File: config.mk
export PLATFORM = sky130hd
export DESIGN_NAME = integ_decim_3rd
export DESIGN_NICKNAME = d
export VERILOG_FILES = /design/src/rtl/integ_decim_3rd_pkg.sv /design/src/rtl/integ_stage.sv /design/src/rtl/integ_decim_3rd.sv
export SDC_FILE = /design/constraint.sdc
export NUM_CORES = 1
export LEC_CHECK = 0
export ABC_AREA = 1
export BUFFER_PORTS_ARGS = -buffer_cell sky130_fd_sc_hd__buf_4
export CORE_MARGIN = 2
export CORE_UTILIZATION = 64
export DETAILED_ROUTE_END_ITERATION = 10
export PLACE_DENSITY_LB_ADDON = 0.2
export SYNTH_ARGS = -nofsm -noshare
export SYNTH_HDL_FRONTEND = slang
export SYNTH_HIERARCHICAL = 1
export SYNTH_SLANG_ARGS = --single-unit
File: constraint.sdc
create_clock -name clk -period 11.4 [get_ports clk]
set_input_delay 2.28 -clock clk [delete_from_list [all_inputs] [get_ports clk]]
set_output_delay 2.28 -clock clk [all_outputs]
set_load 0.01 [all_outputs]
File: src/rtl/integ_decim_3rd_pkg.sv
// Shared filter package: default widths and the modular adder used by the
// CIC integrator and comb stages.
package integ_decim_3rd_pkg;

  localparam int unsigned FILT_WIDTH = 51;
  localparam int unsigned FILT_RW    = 16;

  // Widest datapath the shared adder supports; narrower users truncate.
  localparam int unsigned ADD_MAX_W  = 64;

  // Two's-complement add that wraps modulo 2^ADD_MAX_W; callers keep the
  // low bits, which gives wrap modulo 2^WIDTH for any WIDTH <= ADD_MAX_W.
  function automatic logic [ADD_MAX_W-1:0] mod_add(
    input logic [ADD_MAX_W-1:0] a,
    input logic [ADD_MAX_W-1:0] b
  );
    return a + b;
  endfunction

endpackage

File: src/rtl/integ_stage.sv
// Single integrator stage: combinational wrap-around accumulate, acc + x.
module integ_stage
  import integ_decim_3rd_pkg::*;
#(
  parameter int unsigned WIDTH = FILT_WIDTH
) (
  input  logic [WIDTH-1:0] acc_i,
  input  logic [WIDTH-1:0] x_i,
  output logic [WIDTH-1:0] sum_c
);

  // Widen, add through the shared helper, keep the low WIDTH bits.
  always_comb begin
    sum_c = WIDTH'(mod_add(ADD_MAX_W'(acc_i), ADD_MAX_W'(x_i)));
  end

endmodule

File: src/rtl/integ_decim_3rd.sv
// Third-order CIC integrator section with programmable decimation.
// Three chained integrators run at the input rate; every R-th accepted
// sample the last accumulator is registered onto yout with a one-cycle pulse.
module integ_decim_3rd
  import integ_decim_3rd_pkg::*;
#(
  parameter int unsigned WIDTH = FILT_WIDTH,
  parameter int unsigned RW    = FILT_RW
) (
  input  logic                    clk,
  input  logic                    reset,
  input  logic                    clk_enable,
  input  logic                    xin_valid,
  input  logic signed [WIDTH-1:0] xin,
  input  logic        [RW-1:0]    ratio,
  output logic signed [WIDTH-1:0] yout,
  output logic                    yout_valid
);

  logic [WIDTH-1:0] a1_q, a1_d;
  logic [WIDTH-1:0] a2_q, a2_d;
  logic [WIDTH-1:0] a3_q, a3_d;
  logic [RW-1:0]    cnt_q, cnt_d;
  logic [RW-1:0]    ratio_q, ratio_d;
  logic             pend_q, pend_d;
  logic [WIDTH-1:0] yout_q, yout_d;
  logic             valid_q, valid_d;

  logic [WIDTH-1:0] s1_c, s2_c, s3_c;
  logic [RW-1:0]    r_frame_c;
  logic [RW-1:0]    r_eff_c;
  logic             frame_end_c;

  // Chained integrators: each stage adds the freshly updated previous stage.
  integ_stage #(.WIDTH(WIDTH)) u_stage1 (.acc_i(a1_q), .x_i(xin),  .sum_c(s1_c));
  integ_stage #(.WIDTH(WIDTH)) u_stage2 (.acc_i(a2_q), .x_i(s1_c), .sum_c(s2_c));
  integ_stage #(.WIDTH(WIDTH)) u_stage3 (.acc_i(a3_q), .x_i(s2_c), .sum_c(s3_c));

  // Ratio in force for the current frame; until the first post-reset latch
  // the port value is used directly so reset never needs an async data load.
  always_comb begin
    r_frame_c   = pend_q ? ratio : ratio_q;
    r_eff_c     = (r_frame_c == '0) ? RW'(1) : r_frame_c;
    frame_end_c = (cnt_q == (r_eff_c - RW'(1)));
  end

  // Next-state: accumulate accepted samples, count phase, emit on wrap.
  always_comb begin
    a1_d    = a1_q;
    a2_d    = a2_q;
    a3_d    = a3_q;
    cnt_d   = cnt_q;
    ratio_d = ratio_q;
    pend_d  = pend_q;
    yout_d  = yout_q;
    valid_d = 1'b0;
    if (clk_enable) begin
      if (pend_q) begin
        ratio_d = ratio;
        pend_d  = 1'b0;
      end
      if (xin_valid) begin
        a1_d = s1_c;
        a2_d = s2_c;
        a3_d = s3_c;
        if (frame_end_c) begin
          cnt_d   = '0;
          ratio_d = ratio;
          yout_d  = s3_c;
          valid_d = 1'b1;
        end else begin
          cnt_d = cnt_q + RW'(1);
        end
      end
    end
  end

  // State registers with asynchronous active-high reset.
  always_ff @(posedge clk or posedge reset) begin
    if (reset) begin
      a1_q    <= '0;
      a2_q    <= '0;
      a3_q    <= '0;
      cnt_q   <= '0;
      ratio_q <= '0;
      pend_q  <= 1'b1;
      yout_q  <= '0;
      valid_q <= 1'b0;
    end else begin
      a1_q    <= a1_d;
      a2_q    <= a2_d;
      a3_q    <= a3_d;
      cnt_q   <= cnt_d;
      ratio_q <= ratio_d;
      pend_q  <= pend_d;
      yout_q  <= yout_d;
      valid_q <= valid_d;
    end
  end

  assign yout       = yout_q;
  assign yout_valid = valid_q;

endmodule

# Word level (Yosys, flattened, before mapping)
# Index checks and enable logic that the tools add are counted.
# W data, S select, Z words.
# classes
addsub,5
eq_ne,1
muxes,8
reduce_logical,3
# op_table
operator,n
$add A51 B51 Y51,3
$mux W16,5
$add A16 B1 Y16 const B,1
$eq A16 B16 Y1,1
$logic_not A16 Y1,1
$sub A16 B1 Y16 const B,1
$mux W1,3
$reduce_and A3 Y1,1
$reduce_and A2 Y1,1
# word_totals
reg_bits,238

# Depth between registers and ports, before layout
# depth
word_depth,8
mapped_depth,38
ltp_nobuf,38

# Hierarchy
# Netlist, hierarchy kept.
# by_module_without_submodules
module,instances,cells_each,area_per_inst_um2,seq_area_each_um2
integ_decim_3rd,1,1241,10306.1,5957.0
integ_stage at u_stage2,1,906,4429.2,0.0
integ_stage at u_stage3,1,906,4401.7,0.0
integ_stage at u_stage1,1,906,4346.7,0.0

# Least setup slack after synthesis
# OpenSTA, ideal clock, no wires.
# synth_timing
kind,input -> register
from,input xin[0]
to,register a3_q[46]
arrival_time_ns,6.032
required_ns,11.317
setup_slack_ns,5.286
stages,34
cell_sequence,ha_1 inv_1 fa_1 nor2_1 o21ai_1 nand2_2 nand2_1 nand2_1 nand2_1 nand2_1 xor2_1 ha_1 nand2_1 inv_1 nand2_1 nand2_1 a21oi_1 a21boi_0 nand2_1 nand2_1 nand2_1 ha_1 nand2_2 nor2_2 inv_1 nor2_2 nand3_1 nor2_1 nand2_1 nand3_1 nand2_1 nand2_1 inv_1 o21ai_0
# synth_between
elab_chain_len,3
# synth_lines
item,line,rtl
"start, declared",integ_decim_3rd.sv:14,"input logic signed [WIDTH-1:0] xin,"
$add A51 B51 Y51,integ_decim_3rd_pkg.sv:17,return a + b;
via s1_c[32],integ_decim_3rd.sv:29,"logic [WIDTH-1:0] s1_c, s2_c, s3_c;"
$add A51 B51 Y51,integ_decim_3rd_pkg.sv:17,
via s2_c[37],integ_decim_3rd.sv:29,
$add A51 B51 Y51,integ_decim_3rd_pkg.sv:17,
via s3_c[46],integ_decim_3rd.sv:29,
"end signal, assigned",integ_decim_3rd.sv:83,a3_q <= '0;
"end signal, assigned",integ_decim_3rd.sv:92,a3_q <= a3_d;
"end, declared",integ_decim_3rd.sv:22,"logic [WIDTH-1:0] a3_q, a3_d;"
# The timed path passes the listed nets, and every way through them passes these cells.
# A chain may end at the register's enable or synchronous reset.

# Final worst setup path
# layout_timing
from,input xin[10]
to,"register yout_q[28], in the netlist yout[28]"
# layout_between
elab_chain_len,3
# layout_lines
item,line,rtl
$add A51 B51 Y51,integ_decim_3rd_pkg.sv:17,
via s1_c[25],integ_decim_3rd.sv:29,
$add A51 B51 Y51,integ_decim_3rd_pkg.sv:17,
via s2_c[26],integ_decim_3rd.sv:29,
$add A51 B51 Y51,integ_decim_3rd_pkg.sv:17,
via s3_c[28],integ_decim_3rd.sv:29,
"end signal, assigned",integ_decim_3rd.sv:96,yout_q <= yout_d;
"end, declared",integ_decim_3rd.sv:26,"logic [WIDTH-1:0] yout_q, yout_d;"
# The timed path passes the listed nets, and every way through them passes these cells.

==> metrics <==
Slew @ Worst Pin=1.08 ns; initial drt markers=2507; sequential-to-total area share from yosys stat=0.254; mapped cell area=23500 µm²; TritonCTS Buffers=28; IO buf count=roughly 120; largest area contributor in the synthesized netlist=nand2_1; via count=24519; outcome=complete, no violations; clock-pin slew on the worst setup and hold paths=roughly 0.060 ns; Post-Route WL=74900 µm; Data arrival, critical path=around 7.7 ns; DP HPWL=60500 µm; GPL Wtd Cong=1.09; critical path class=input port to flip-flop; ANT nets after route=0; Netlist cell types=42; Crit. End Element=flip-flop; # IOs=~120; most frequent cell after synthesis=nand2_1; global-route wire length before repair=119000 µm; # H-tree levels=1; Antenna diodes=0; CTS tree=done; most frequent cells after synthesis=1726 x nand2_1, 708 x inv_1, 244 x nor2_1; final core occ=0.708; most frequent CP cell=nand2_1; CTS Sinks=238; min-delay worst type=flip-flop to flip-flop; pin count of the biggest net entering global routing=~110; Core Region=approximately 36000 µm²; Seq. cell area=between 5000 and 6000 µm²; vias in the first global route=22609; # rows=70; area delta synth->final=9.63%; Final Max Slew Viols=0; Place WS=between 3 and 4 ns; final setup fails=0; crit-path max FO=5; final setup TNS=0 ns; ys flop type=dfrtp_1; grt total ovfl=0; final hold vios=0; initial antenna violation count=2; crit share post-route=0.630; max-capacitance violation count=0; Syn Nets=between 4000 and 5000; CP max stage delay=0.45 ns; fmax=around 140 MHz; Post-Syn Instances=3959; min setup slack post-route=approximately 4.2 ns; Clock Skews=0.0153 ns; syn avg cell area=5.93 µm²; Critical Path RT=11.87 ns; die area=38200 µm²; DRC errors left=0; Critical Path Start Type=input port; DIE HEIGHT=slightly below 200 µm; Die X=196 µm; worst-skew pair later-pin latency=0.58 ns; drt first pass iters=8; RSZ-0062 raised after global routing=false; cts hold-fix bufs=0; Multi-input gate area=14500 µm²; Synth Register Bits=238; nets@finish=4286; Slowest-stage cell, CP=ha_1; top cell type's share of synthesized area=0.276; DR WL/cell=16.5 µm; Post-synth EDFFs=0; share of cells above drive strength 1=0.0882; Min Hold Slack=approximately 0.48 ns; Synth area leaders=nand2_1 28%, dfrtp_1 25%, inv_1 11%; clk root buf=clkbuf_16; Yosys Warn Count=6; Initial Util=0.646; Post-CTS Resized=0; # Post-CTS Setup Buffers=0; DR vias/cell=5.39; All-Layer GR Usage=0.393; Post-synth ARST share=1.00; buffer depth of the longest clock path=3; min cycle time layout=around 7 ns; Slew HR=0.279; # fillers=3410
-- worst max-delay path: cells and delay by family --
| kind | cells | cell delay, ns |
|---|---|---|
| AO/OA/AOI/OAI | 6 | 1.32 |
| XOR/XNOR | 2 | 0.70 |
| adder cells (fa/ha/maj) | 3 | 1.22 |
| buffers and inverters | 7 | 0.57 |
| AND/OR/NAND/NOR | 11 | 1.53 |
-- placed cells by master (no fill, tap or decap), drive strengths merged, types with 8 or more instances in the layout --
master | synthesis | routed
a21boi | 11 | 11
a21oi | 100 | 100
and2 | 14 | 14
buf | 11 | 128
clkbuf | 46 | 35
clkinv | 1 | 12
dfrtp | 237 | 237
ha | 152 | 152
inv | 731 | 731
nand2 | 1781 | 1781
nand3 | 152 | 152
nand3b | 31 | 31
nand4 | 61 | 61
nor2 | 300 | 300
nor3 | 46 | 46
nor4 | 10 | 10
o21ai | 116 | 116
o21bai | 26 | 26
or2 | 8 | 8
xnor2 | 16 | 16
xor2 | 99 | 99
-- final cells by class --
class | count | share of cell area
multi-input combinational | 2932 | 0.564
sequential | 238 | 0.231
inverter | 732 | 0.107
timing repair buffer | 128 | 0.0373
clock buffer | 35 | 0.0310
tap | 468 | 0.0227
clock inverter | 16 | 0.00666
-- sequential cells by signal (all words and copies together), names as in the netlist --
signal / cells
a1_q: 51
a2_q: 51
a3_q: 51
cnt_q: 16
pend_q: 1
ratio_q: 16
yout: 51
yout_valid: 1
-- cells by family (layout without fill, tap and decap cells) --
kind of cell / Yosys count / count (layout) / synth area share
buffers and inverters: 789 / 911 / 0.129
flip-flops: 238 / 238 / 0.254
AO/OA/AOI/OAI: 259 / 259 / 0.0606
XOR/XNOR: 115 / 115 / 0.0429
adder cells (fa/ha/maj): 155 / 155 / 0.0835
AND/OR/NAND/NOR: 2403 / 2403 / 0.431
-- final timing paths --
kind / start / to / slack [ns] / cells past startpoint
worst max-delay path: xin[10] / yout[28] / 4.22 / 29
worst min-delay path: yout[7] / yout[7] / 0.48 / 2
worst max register to register: a1_q[26] / yout[38] / 5.63 / 30
worst min register to register: yout[7] / yout[7] / 0.48 / 2
max in group asynchronous: reset / a1_q[38] / 8.08 / 3
min in group asynchronous: reset / yout[28] / 1.83 / 2
-- through the flow --
step           std cells  cell area, µm²
4_1_cts             4549           25700
2_1_floorplan       3959           23500
6_report            4549           25700
3_3_place_gp        4498           24800
5_1_grt             4549           25700
3_5_place_dp        4498           24800
-- metal layers --
| metal | routed length [µm] | GRT usage | vias to the layer above |
|---|---|---|---|
| met4 | 3540 | 0.152 | 4 |
| met2 | 32000 | 0.612 | 1097 |
| li1 | - | - | 12229 |
| met1 | 31800 | 0.546 | 11004 |
| met5 | 33 | 0 | - |
| met3 | 7530 | 0.0689 | 185 |
Power is left out: the tool's default activity adds up to more than one toggle a clock period on the data nets, which glitch-free logic cannot reach.
